`src/rtl/pipeline_stall_ctrl_pkg.sv`:
```
// Shared definitions for the pipeline stall controller: FSM states, the
// per-stage control bundle, and the canonical control patterns.
package pipeline_pkg;

  typedef enum logic [1:0] {
    BOOT     = 2'd0,
    RUN      = 2'd1,
    MEM_WAIT = 2'd2,
    FAULT    = 2'd3
  } state_e;

  typedef struct packed {
    logic pc_en;
    logic if_id_en;
    logic if_id_flush;
    logic id_ex_bubble;
    logic ex_mem_en;
    logic mem_wb_en;
    logic mem_wb_bubble;
  } stage_ctrl_t;

  localparam stage_ctrl_t CTRL_NOP      = 7'b0011001;
  localparam stage_ctrl_t CTRL_FREEZE   = 7'b0000001;
  localparam stage_ctrl_t CTRL_REDIRECT = 7'b1111110;
  localparam stage_ctrl_t CTRL_STALL    = 7'b0001110;
  localparam stage_ctrl_t CTRL_FLOW     = 7'b1100110;

  // A taken branch squashes the stalled ID instruction, so it outranks load-use.
  function automatic stage_ctrl_t run_ctrl(input logic branch, input logic lu);
    if (branch)  return CTRL_REDIRECT;
    else if (lu) return CTRL_STALL;
    else         return CTRL_FLOW;
  endfunction

endpackage

```
`src/rtl/pipeline_stall_ctrl_if.sv`:
```
// Hazard/memory request inputs and stage-control outputs of pipeline_stall_ctrl.
// Counter outputs exist only when STALL_COUNTERS_EN is defined.
interface pipeline_stall_ctrl_if #(
  parameter int CNT_W = 16
);
  logic       pc_write;
  logic       if_write;
  logic       control_select;
  logic       branch_taken;
  logic       dmem_req;
  logic       dmem_ready;
  logic       pc_en;
  logic       if_id_en;
  logic       if_id_flush;
  logic       id_ex_bubble;
  logic       ex_mem_en;
  logic       mem_wb_en;
  logic       mem_wb_bubble;
  logic       fault;
  logic [1:0] state_o;
`ifdef STALL_COUNTERS_EN
  logic [CNT_W-1:0] lu_stall_cnt;
  logic [CNT_W-1:0] flush_cnt;
  logic [CNT_W-1:0] mem_wait_cnt;

  modport master (
    output pc_write, if_write, control_select, branch_taken, dmem_req, dmem_ready,
    input  pc_en, if_id_en, if_id_flush, id_ex_bubble, ex_mem_en, mem_wb_en,
           mem_wb_bubble, fault, state_o, lu_stall_cnt, flush_cnt, mem_wait_cnt
  );
  modport slave (
    input  pc_write, if_write, control_select, branch_taken, dmem_req, dmem_ready,
    output pc_en, if_id_en, if_id_flush, id_ex_bubble, ex_mem_en, mem_wb_en,
           mem_wb_bubble, fault, state_o, lu_stall_cnt, flush_cnt, mem_wait_cnt
  );
`else
  modport master (
    output pc_write, if_write, control_select, branch_taken, dmem_req, dmem_ready,
    input  pc_en, if_id_en, if_id_flush, id_ex_bubble, ex_mem_en, mem_wb_en,
           mem_wb_bubble, fault, state_o
  );
  modport slave (
    input  pc_write, if_write, control_select, branch_taken, dmem_req, dmem_ready,
    output pc_en, if_id_en, if_id_flush, id_ex_bubble, ex_mem_en, mem_wb_en,
           mem_wb_bubble, fault, state_o
  );
`endif
endinterface

```
`src/rtl/pipeline_stall_ctrl_sat_counter.sv`:
```
// Saturating event counter: holds at all-ones instead of wrapping.
module sat_counter #(
  parameter int CNT_W = 16
) (
  input  logic             clock,
  input  logic             reset,
  input  logic             inc,
  input  logic             clear,
  output logic [CNT_W-1:0] count
);
  logic [CNT_W-1:0] cnt_q, cnt_d;

  always_comb begin
    cnt_d = cnt_q;
    if (clear)                    cnt_d = '0;
    else if (inc && cnt_q != '1)  cnt_d = cnt_q + CNT_W'(1);
  end

  always_ff @(posedge clock or negedge reset) begin
    if (!reset) cnt_q <= '0;
    else        cnt_q <= cnt_d;
  end

  assign count = cnt_q;
endmodule

```
`src/rtl/pipeline_stall_ctrl.sv`:
```
// Turns load-use, branch and data-memory handshake requests into per-stage
// enable/flush/bubble controls. STALL_COUNTERS_EN adds saturating stall counters.
module pipeline_stall_ctrl
  import pipeline_pkg::*;
#(
  parameter int MEM_TIMEOUT = 16,
  parameter int CNT_W       = 16
) (
  input  logic                 clock,
  input  logic                 reset,
  pipeline_stall_ctrl_if.slave ctl
);
  localparam int WAIT_W = $clog2(MEM_TIMEOUT + 1);

  state_e              state_q, state_d;
  logic [WAIT_W-1:0]   wait_cnt_q, wait_cnt_d;
  stage_ctrl_t         ctrl;
  logic                lu;
  logic                mem_stall;

  always_comb begin
    lu         = !ctl.pc_write | !ctl.if_write | !ctl.control_select;
    mem_stall  = ctl.dmem_req & !ctl.dmem_ready;
    state_d    = state_q;
    wait_cnt_d = wait_cnt_q;
    ctrl       = CTRL_NOP;
    unique case (state_q)
      BOOT: state_d = RUN;
      RUN: begin
        if (mem_stall) begin
          ctrl       = CTRL_FREEZE;
          state_d    = MEM_WAIT;
          wait_cnt_d = WAIT_W'(1);
        end else begin
          ctrl = run_ctrl(ctl.branch_taken, lu);
        end
      end
      MEM_WAIT: begin
        // Branch/lu are ignored while frozen and re-evaluated on the release cycle.
        if (!ctl.dmem_ready) begin
          ctrl = CTRL_FREEZE;
          if (wait_cnt_q == WAIT_W'(MEM_TIMEOUT)) state_d = FAULT;
          else                                    wait_cnt_d = wait_cnt_q + WAIT_W'(1);
        end else begin
          ctrl       = run_ctrl(ctl.branch_taken, lu);
          state_d    = RUN;
          wait_cnt_d = '0;
        end
      end
      FAULT: ctrl = CTRL_NOP;
      default: begin
        state_d    = BOOT;
        wait_cnt_d = '0;
      end
    endcase
  end

  always_ff @(posedge clock or negedge reset) begin
    if (!reset) begin
      state_q    <= BOOT;
      wait_cnt_q <= '0;
    end else begin
      state_q    <= state_d;
      wait_cnt_q <= wait_cnt_d;
    end
  end

  assign ctl.pc_en         = ctrl.pc_en;
  assign ctl.if_id_en      = ctrl.if_id_en;
  assign ctl.if_id_flush   = ctrl.if_id_flush;
  assign ctl.id_ex_bubble  = ctrl.id_ex_bubble;
  assign ctl.ex_mem_en     = ctrl.ex_mem_en;
  assign ctl.mem_wb_en     = ctrl.mem_wb_en;
  assign ctl.mem_wb_bubble = ctrl.mem_wb_bubble;
  assign ctl.fault         = (state_q == FAULT);
  assign ctl.state_o       = state_q;

`ifdef STALL_COUNTERS_EN
  // Each control pattern is unique to its decision, so it identifies the event.
  sat_counter #(.CNT_W(CNT_W)) u_lu_cnt (
    .clock(clock), .reset(reset), .inc(ctrl == CTRL_STALL), .clear(1'b0),
    .count(ctl.lu_stall_cnt)
  );
  sat_counter #(.CNT_W(CNT_W)) u_flush_cnt (
    .clock(clock), .reset(reset), .inc(ctrl == CTRL_REDIRECT), .clear(1'b0),
    .count(ctl.flush_cnt)
  );
  sat_counter #(.CNT_W(CNT_W)) u_mem_wait_cnt (
    .clock(clock), .reset(reset), .inc(ctrl == CTRL_FREEZE), .clear(1'b0),
    .count(ctl.mem_wait_cnt)
  );
`endif
endmodule
```
`src/flat_wrapper.sv`:
```
// flat-port wrapper written by rule: the top's interface ports become plain ports
module pipeline_stall_ctrl_flat import pipeline_pkg::*;
#(
  parameter int MEM_TIMEOUT = 16,
  parameter int CNT_W       = 16
)
  (clock, reset, ctl_pc_write, ctl_if_write, ctl_control_select, ctl_branch_taken, ctl_dmem_req, ctl_dmem_ready, ctl_pc_en, ctl_if_id_en, ctl_if_id_flush, ctl_id_ex_bubble, ctl_ex_mem_en, ctl_mem_wb_en, ctl_mem_wb_bubble, ctl_fault, ctl_state_o);
  pipeline_stall_ctrl_if #(.CNT_W(CNT_W)) ctl_i ();
  input  logic clock;
  input  logic reset;
  input wire logic [$bits(ctl_i.pc_write)-1:0] ctl_pc_write;
  input wire logic [$bits(ctl_i.if_write)-1:0] ctl_if_write;
  input wire logic [$bits(ctl_i.control_select)-1:0] ctl_control_select;
  input wire logic [$bits(ctl_i.branch_taken)-1:0] ctl_branch_taken;
  input wire logic [$bits(ctl_i.dmem_req)-1:0] ctl_dmem_req;
  input wire logic [$bits(ctl_i.dmem_ready)-1:0] ctl_dmem_ready;
  output wire logic [$bits(ctl_i.pc_en)-1:0] ctl_pc_en;
  output wire logic [$bits(ctl_i.if_id_en)-1:0] ctl_if_id_en;
  output wire logic [$bits(ctl_i.if_id_flush)-1:0] ctl_if_id_flush;
  output wire logic [$bits(ctl_i.id_ex_bubble)-1:0] ctl_id_ex_bubble;
  output wire logic [$bits(ctl_i.ex_mem_en)-1:0] ctl_ex_mem_en;
  output wire logic [$bits(ctl_i.mem_wb_en)-1:0] ctl_mem_wb_en;
  output wire logic [$bits(ctl_i.mem_wb_bubble)-1:0] ctl_mem_wb_bubble;
  output wire logic [$bits(ctl_i.fault)-1:0] ctl_fault;
  output wire logic [$bits(ctl_i.state_o)-1:0] ctl_state_o;
  assign ctl_i.pc_write = ctl_pc_write;
  assign ctl_i.if_write = ctl_if_write;
  assign ctl_i.control_select = ctl_control_select;
  assign ctl_i.branch_taken = ctl_branch_taken;
  assign ctl_i.dmem_req = ctl_dmem_req;
  assign ctl_i.dmem_ready = ctl_dmem_ready;
  assign ctl_pc_en = ctl_i.pc_en;
  assign ctl_if_id_en = ctl_i.if_id_en;
  assign ctl_if_id_flush = ctl_i.if_id_flush;
  assign ctl_id_ex_bubble = ctl_i.id_ex_bubble;
  assign ctl_ex_mem_en = ctl_i.ex_mem_en;
  assign ctl_mem_wb_en = ctl_i.mem_wb_en;
  assign ctl_mem_wb_bubble = ctl_i.mem_wb_bubble;
  assign ctl_fault = ctl_i.fault;
  assign ctl_state_o = ctl_i.state_o;
  pipeline_stall_ctrl #(.MEM_TIMEOUT(MEM_TIMEOUT), .CNT_W(CNT_W)) u_core (.clock(clock), .reset(reset), .ctl(ctl_i));
endmodule
```
`config.mk`:
```
export PLATFORM = sky130hd
export DESIGN_NAME = pipeline_stall_ctrl_flat
export DESIGN_NICKNAME = d
export VERILOG_FILES = /design/src/rtl/pipeline_stall_ctrl_pkg.sv /design/src/rtl/pipeline_stall_ctrl_if.sv /design/src/rtl/pipeline_stall_ctrl_sat_counter.sv /design/src/rtl/pipeline_stall_ctrl.sv /design/src/flat_wrapper.sv
export SDC_FILE = /design/constraint.sdc
export NUM_CORES = 1
export LEC_CHECK = 0
export CAP_MARGIN = 10
export CORE_MARGIN = 4
export CORE_UTILIZATION = 45
export CTS_BUF_LIST = sky130_fd_sc_hd__clkbuf_4
export DETAILED_ROUTE_END_ITERATION = 16
export HOLD_SLACK_MARGIN = 0.06
export PLACE_DENSITY = 0.75
export SYNTH_ARGS = -nofsm -noshare
export SYNTH_HDL_FRONTEND = slang
export SYNTH_HIERARCHICAL = 1
export SYNTH_SLANG_ARGS = --single-unit
```
`constraint.sdc`:
```
create_clock -name clock -period 2.6 [get_ports clock]
set_input_delay 0.52 -clock clock [delete_from_list [all_inputs] [get_ports clock]]
set_output_delay 0.52 -clock clock [all_outputs]
set_load 0.02 [all_outputs]
```
==> results of run 1 <==
-- cell type report --
cell class | count | area, um2
sequential | 7 | 175
timing repair buffer | 23 | 219
inverter | 8 | 30.0
tap | 14 | 17.5
clock buffer | 4 | 30.0
multi-input combinational | 53 | 364
fill | 104 | 335
-- power groups by stage --
stage | Sequential [mW] | Combinational, mW | Clock, mW
2_1_floorplan | 0.178 | 0.374 | 0
3_3_place_gp | 0.168 | 0.629 | 0
3_5_place_dp | 0.168 | 0.636 | 0
4_1_cts | 0.166 | 0.626 | 0.111
5_1_grt | 0.172 | 0.674 | 0.120
6_report | 0.165 | 0.612 | 0.107
-- metal layers --
metal | part of all wire, % | global-route usage, % | wire length (um)
met1 | 47 | 22.8 | 636
met2 | 48 | 26.2 | 645
met3 | 4.9 | 6.91 | 66
met4 | 0.59 | 5.42 | 8
met5 | 0 | 0 | 0
-- timing repair --
| item | 4_1_cts | 5_1_grt |
|---|---|---|
| hold endpoints to repair | 0 | 0 |
| endpoints found under the setup margin | 6 | 3 |
| buffers inserted | 0 | 0 |
| resized for setup | 4 | 3 |
-- worst reg2reg max path, stage by stage (launching register included) --
cell	delay, ps
dfrtp_1	400
inv_1	90
ha_1	180
buf_4	160
and2b_2	200
nand2_2	80
or4_1	490
nand3_1	100
-- cells in the final DEF, fill, tap and decap left out --
cell type | synthesis | layout
o21ai_0 | 3 | 3
nor2_1 | 5 | 5
nor2b_1 | 1 | 1
o31ai_1 | 1 | 1
nand2_2 | 1 | 1
a211oi_1 | 2 | 2
a21oi_2 | 0 | 1
nand4bb_1 | 1 | 1
o41ai_1 | 1 | 1
clkbuf_4 | 0 | 4
clkdlybuf4s50_1 | 0 | 11
buf_4 | 2 | 6
or4_1 | 1 | 1
dlygate4sd2_1 | 0 | 3
a21oi_1 | 3 | 2
nand2b_1 | 2 | 2
dfrtp_1 | 7 | 7
nor3_1 | 3 | 3
a22o_1 | 1 | 1
mux2i_2 | 1 | 1
o32ai_1 | 1 | 1
and2b_2 | 1 | 1
nand3_1 | 8 | 8
mux2i_1 | 2 | 2
dlymetal6s2s_1 | 0 | 3
and2_1 | 2 | 2
o21bai_1 | 4 | 4
o21ai_1 | 1 | 1
ha_1 | 5 | 5
nand2_1 | 3 | 3
inv_1 | 8 | 8
-- kinds of logic after synthesis --
kind of cell / Yosys count / synth area share, %
compound gates: 17 / 19.4
simple gates: 28 / 25.6
flops: 7 / 29.9
fa+ha+maj: 5 / 10.7
mux: 3 / 5.77
buf+inv: 11 / 8.55
-- how the worst max path moves through the flow --
| stage | endpoint | cells past startpoint | slack, ps | start |
|---|---|---|---|---|
| 3_5_place_dp | ctl_pc_en | 6 | -190 | ctl_dmem_ready |
| 5_1_grt | ctl_pc_en | 6 | 40 | ctl_dmem_ready |
| 2_1_floorplan | ctl_pc_en | 7 | 100 | u_core/ctl.state_o[1]$_DFFE_PN0P_ |
| 3_3_place_gp | ctl_if_id_en | 6 | -170 | ctl_dmem_ready |
| 4_1_cts | ctl_ex_mem_en | 6 | 7 | ctl_dmem_ready |
| 6_report | ctl_pc_en | 6 | 150 | ctl_dmem_ready |
-- per-stage QoR --
stage          setup slack (ps)  std cells
3_3_place_gp               -171        105
4_1_cts                    6.72        109
3_5_place_dp               -190        105
5_1_grt                    44.2        109
6_report                    146        109
2_1_floorplan               105         71
-- flip-flops by register name (all words and copies together), names as in the netlist --
signal              flops
u_core/wait_cnt_q       5
u_core/ctl.state_o      2
==> results.txt, run 1 <==
status: completed
maximum vdd ir drop: 0.546 mV
post-synth net total: 84
Worst Tran Pin Value: 381 ps
Synth Warn #: 6
combinational share of power: 69.2%
crit path buf inv count: 2
Setup TNS: 0 ps
crit path time final: 2450 ps
total grt overflow: 0
ranking of synthesized cells by area: dfrtp_1, ha_1, nand3_1, inv_1, o21bai_1
register share of total power: 18.7%
DIE HEIGHT: 44.1 um
r2r setup slk: 850 ps
R2R depth: 7
Hold Path Depth: 1
overall power: 0.884 mW
io pins: 18
WHS Endpoint: u_core/wait_cnt_q[2]$_DFFE_PN0P_
clk sinks: 7
fin area: 836 um2
register area share after synthesis: 29.9%
Post-DP Area: 798 um2
largest fanout on the critical path: 4
DR iter-0 viols: 23
internal power: 0.490 mW
hold_buf cts: 0
Final #Nets: 109
Post-synth ARST share: 100%
Port Buffers: 17
Hold Path Origin: u_core/wait_cnt_q[2]$_DFFE_PN0P_
WP data required: 2080 ps
Final Setup Violations: 0
pin count of the biggest net entering global routing: 9
Clock power frac: 12.1%
Root Driver: clkbuf_4
Hold WS: 524 ps
# DRC: 0
worst hold path type: reg2reg
RSZ-0062 raised after global routing: false
GRT Util Overall: 17.4%
final-report max-slew violation count: 0
Yosys top cell by area: dfrtp_1
Setup CP Type: in2out
layout cells sized above 1: 14.7%
Post-synth EDFFs: 0
CTS tree: built
Static Leak: 0.418 nW
Net Switching: 0.394 mW
vias in the first global route: 554
ys flop type: dfrtp_1
# rows: 12
Max Cap Violations: 0
total CTS buffers: 3
Synth top cells by count: inv_1, nand3_1, dfrtp_1
routed vias: 576
Max Clk Rate: 0.408 GHz
#FFs+latches synth: 7
Final Hold Fails: 0
fin util: 71.4%
Via density: 5.28
synthesized instance count: 71
maximum clock insertion buffer count: 2
antenna violations before repair: 0
die area: 1940 um2
Routed WL: 1360 um
Slowest cell on crit path: clkdlybuf4s50_1
mean post-synth cell area: 8.25 um2
Placer Congestion: 0.756
Setup crit start kind: primary input
htree depth: 1
total core area: 1170 um2
n_diodes: 0
reg2reg start: u_core/ctl.state_o[0]$_DFFE_PN0P_
crit end category: output port
RR Endpoint: u_core/wait_cnt_q[3]$_DFFE_PN0P_
PD cells: 1060 nW/um2
Clock Pin Slew Worst Setup and Hold Paths: 50 ps
final antenna-violating net count: 0
Crit path max-delay family: buffers and inverters
Syn Std Cell Area: 586 um2
worst skew pair latency: 250 ps
Critical Path AT: 1930 ps
iteration count of the initial detailed-routing pass: 4
Yosys cell types: 27
Max stage delay on crit path: 460 ps
Sw Share: 44.6%
fin crit share: 94.4%
area delta synth->final: 42.7%
Initial Utilization: 50.0%
first-pass GRT wire length: 2530 um
post-synth top area share: 29.9%
worst path cell trace: clkdlybuf4s50_1 -> nand2b_1 -> and2_1 -> a21oi_2 -> a211oi_1 -> dlygate4sd2_1
DPL Wire Length: 1110 um
Clock Skews: 4.17 ps
die width: 44.1 um
Slew HR: 74.1%
routed wire length per instance: 12.4 um
(Power assumes the default switching activity.)
==> run 2, diff against run 1 <==
--- a/config.mk
+++ b/config.mk
@@ -5,11 +5,12 @@
 export SDC_FILE = /design/constraint.sdc
 export NUM_CORES = 1
 export LEC_CHECK = 0
-export CAP_MARGIN = 10
+export CAP_MARGIN = 20
 export CORE_MARGIN = 4
 export CORE_UTILIZATION = 45
 export CTS_BUF_LIST = sky130_fd_sc_hd__clkbuf_4
 export DETAILED_ROUTE_END_ITERATION = 16
+export GPL_ROUTABILITY_DRIVEN = 1
 export HOLD_SLACK_MARGIN = 0.06
 export PLACE_DENSITY = 0.75
 export SYNTH_ARGS = -nofsm -noshare
==> results of run 2 <==
Same layout as run 1: the final DEF is identical, and so are final timing and power.
==> run 3, diff against run 2 <==
--- a/config.mk
+++ b/config.mk
@@ -12,8 +12,7 @@
 export DETAILED_ROUTE_END_ITERATION = 16
 export GPL_ROUTABILITY_DRIVEN = 1
 export HOLD_SLACK_MARGIN = 0.06
-export PLACE_DENSITY = 0.75
+export PLACE_DENSITY = 0.74
 export SYNTH_ARGS = -nofsm -noshare
 export SYNTH_HDL_FRONTEND = slang
-export SYNTH_HIERARCHICAL = 1
 export SYNTH_SLANG_ARGS = --single-unit
==> results.txt, run 3 <==
status: completed
# DRC: 0 (unchanged)
htree depth: 1 (unchanged)
reg2reg start: u_core.ctl.state_o[0]$_DFFE_PN0P_
worst path cell trace: inv_1 -> ha_1 -> o21a_1 -> a21oi_1 -> buf_4 -> o21bai_1 -> dlygate4sd2_1
Slew HR: 77.7% (+3.6 points)
die width: 45.5 um (+3.3%)
total CTS buffers: 3 (unchanged)
final-report max-slew violation count: 0 (unchanged)
ranking of synthesized cells by area: dfrtp_1, ha_1, nand3_1, nand2b_4, o22ai_1
Yosys top cell by area: dfrtp_1
R2R depth: 6 (-1)
ys flop type: dfrtp_1
Setup WS pre-CTS: -53.9 ps (+136 ps)
post-synth top area share: 27.6% (-2.3 points)
Synth Warn #: 0 (-6)
CTS tree: built
worst hold path type: in2async
Final #Nets: 105 (-3.7%)
Yosys cell types: 31 (+15%)
Routed WL: 1420 um (+4.4%)
# fillers: 117 (+13%)
# rows: 13 (+1)
synthesized instance count: 67 (-5.6%)
Placer Congestion: 0.823 (+8.9%)
Critical Path AT: 1880 ps (-50 ps)
most common cell after layout, fill and taps aside: clkdlybuf4s50_1
final antenna-violating net count: 0 (unchanged)
Max Clk Rate: 0.417 GHz (+2.3%)
Setup crit start kind: register
antenna violations before repair: 0 (unchanged)
maximum clock insertion buffer count: 2 (unchanged)
post-CTS setup buffers: 0 (unchanged)
RSZ-0062 raised after global routing: false
Final Hold Fails: 0 (unchanged)
iteration count of the initial detailed-routing pass: 4 (unchanged)
n_diodes: 0 (unchanged)
Root Driver: clkbuf_4
crit end category: output port
Largest register FFs: 5 (unchanged)
Post-synth ARST share: 100% (unchanged)
Synth top cells by count: dfrtp_1, nand3_1, ha_1, inv_1
Register Area: 175 um2 (unchanged)
total core area: 1320 um2 (+13%)
pin count of the biggest net entering global routing: 9 (unchanged)
overall power: 0.877 mW (-0.78%)
Max stage delay on crit path: 420 ps (-40 ps)
Post-synth EDFFs: 0 (unchanged)
largest fanout on the critical path: 5 (+1)
Biggest register: u_core.wait_cnt_q
layout cells sized above 1: 17.8% (+3.0 points)
clk sinks: 7 (unchanged)
Initial Utilization: 48.1% (-1.9 points)
area occupied by multi-input gates: 417 um2 (+14%)
Port Buffers: 17 (unchanged)
Slowest cell on crit path: dfrtp_1
most frequent cells in the layout: clkdlybuf4s50_1, nand3_1, dfrtp_1
mean post-synth cell area: 9.47 um2 (+15%)
Clock Skews: 0.768 ps (-3.41 ps)
Setup CP Type: reg2out
routed wire length per instance: 13.5 um (+8.4%)
GRT Util Overall: 17.9% (+0.53 points)
Static Leak: 0.408 nW (-2.4%)
r2r setup slk: 980 ps (+130 ps)
Worst Tran Pin Value: 334 ps (-46.8 ps)
worst skew pair latency: 250 ps (about the same)
vias in the first global route: 605 (+9.2%)
io pins: 18 (unchanged)
first-pass GRT wire length: 2640 um (+4.4%)
maximum vdd ir drop: 0.597 mV (+9.4%)
Final Setup Violations: 0 (unchanged)
die area: 2070 um2 (+6.8%)
#FFs+latches synth: 7 (unchanged)
WP data required: 2080 ps (about the same)
DPL Wire Length: 1190 um (+6.6%)
Via density: 5.46 (+3.3%)
crit path time final: 2400 ps (-55.5 ps)
DR iter-0 viols: 12 (-48%)
hold_buf cts: 0 (unchanged)
post-synth net total: 81 (-3.6%)
fin crit share: 92.2% (-2.1 points)
register area share after synthesis: 27.6% (-2.3 points)
Syn Std Cell Area: 634 um2 (+8.3%)
total grt overflow: 0 (unchanged)
PD cells: 1020 nW/um2 (-3.9%)
Clock Pin Slew Worst Setup and Hold Paths: 50 ps (about the same)
area delta synth->final: 36.1%
routed vias: 573 (-0.52%)
RR Endpoint: u_core.ctl.state_o[0]$_DFFE_PN0P_
DIE HEIGHT: 45.5 um (+3.3%)
PnR worst setup slack: 202 ps (+55.5 ps)
Max Cap Violations: 0 (unchanged)
==> run 3: logic make-up (layout without fill, tap and decap cells) <==
| family | Yosys count | in the layout | synth area share (%) |
|---|---|---|---|
| simple gates | 24 | 24 | 26.6 |
| buf+inv | 9 | 32 | 6.70 |
| fa+ha+maj | 6 | 6 | 11.8 |
| compound gates | 19 | 19 | 24.1 |
| flops | 7 | 7 | 27.6 |
| mux | 2 | 2 | 3.16 |
==> run 3: what timing repair did <==
item | in CTS | in global routing
endpoints found under the setup margin | 6 | 1
pin swaps | 0 | 0
gates resized for setup | 6 | 1
==> run 3: worst max-delay path, delay by kind of cell, from the launching register on <==
family,cells,cell delay [ps]
buffers and inverters,3,570
AOI/OAI and AO/OA,3,420
DFF,1,420
adders and majority gates,1,220
==> run 3: per-stage QoR <==
step	instances	utilization (%)	cell area [um2]	TNS, ps	hold WS [ps]
floorplan	67	-	634	0	224
global placement	101	63.8	841	0	540
detailed placement	101	63.8	841	-106	544
CTS	105	65.3	861	0	535
global route	105	65.5	863	0	534
finish	105	65.5	863	0	535
==> run 3: layout make-up <==
type                            count  area share (%)
Clock inverter                      1           0.580
Inverter                            6            2.61
Sequential cell                     7            20.3
Multi-Input combinational cell     51            48.3
Clock buffer                        3            2.61
Timing Repair Buffer               22            23.5
Tap cell                           15            2.17
==> run 3: power breakdown <==
part,switching (mW),internal [mW]
logic,0.332,0.281
registers,0.0325,0.135
clock network,0.0408,0.0562
total,0.405,0.473
==> run 3: routing by layer <==
metal | part of all wire [%] | GRT usage (%)
met5 | 0 | 0
met4 | 0 | 3.51
met3 | 4.4 | 7.51
met2 | 45 | 25.9
met1 | 50 | 24.9
==> run 3: worst max path at each step <==
stage / from / depth (start not counted) / endpoint
final: u_core.ctl.state_o[0]$_DFFE_PN0P_ / 7 / ctl_id_ex_bubble
after global routing: u_core.ctl.state_o[0]$_DFFE_PN0P_ / 7 / ctl_id_ex_bubble
after CTS: u_core.ctl.state_o[1]$_DFFE_PN0P_ / 6 / ctl_mem_wb_bubble
after detailed placement: ctl_dmem_ready / 5 / ctl_pc_en
after global placement: ctl_dmem_ready / 5 / ctl_if_id_en
after floorplan: u_core.ctl.state_o[0]$_DFFE_PN0P_ / 6 / ctl_pc_en
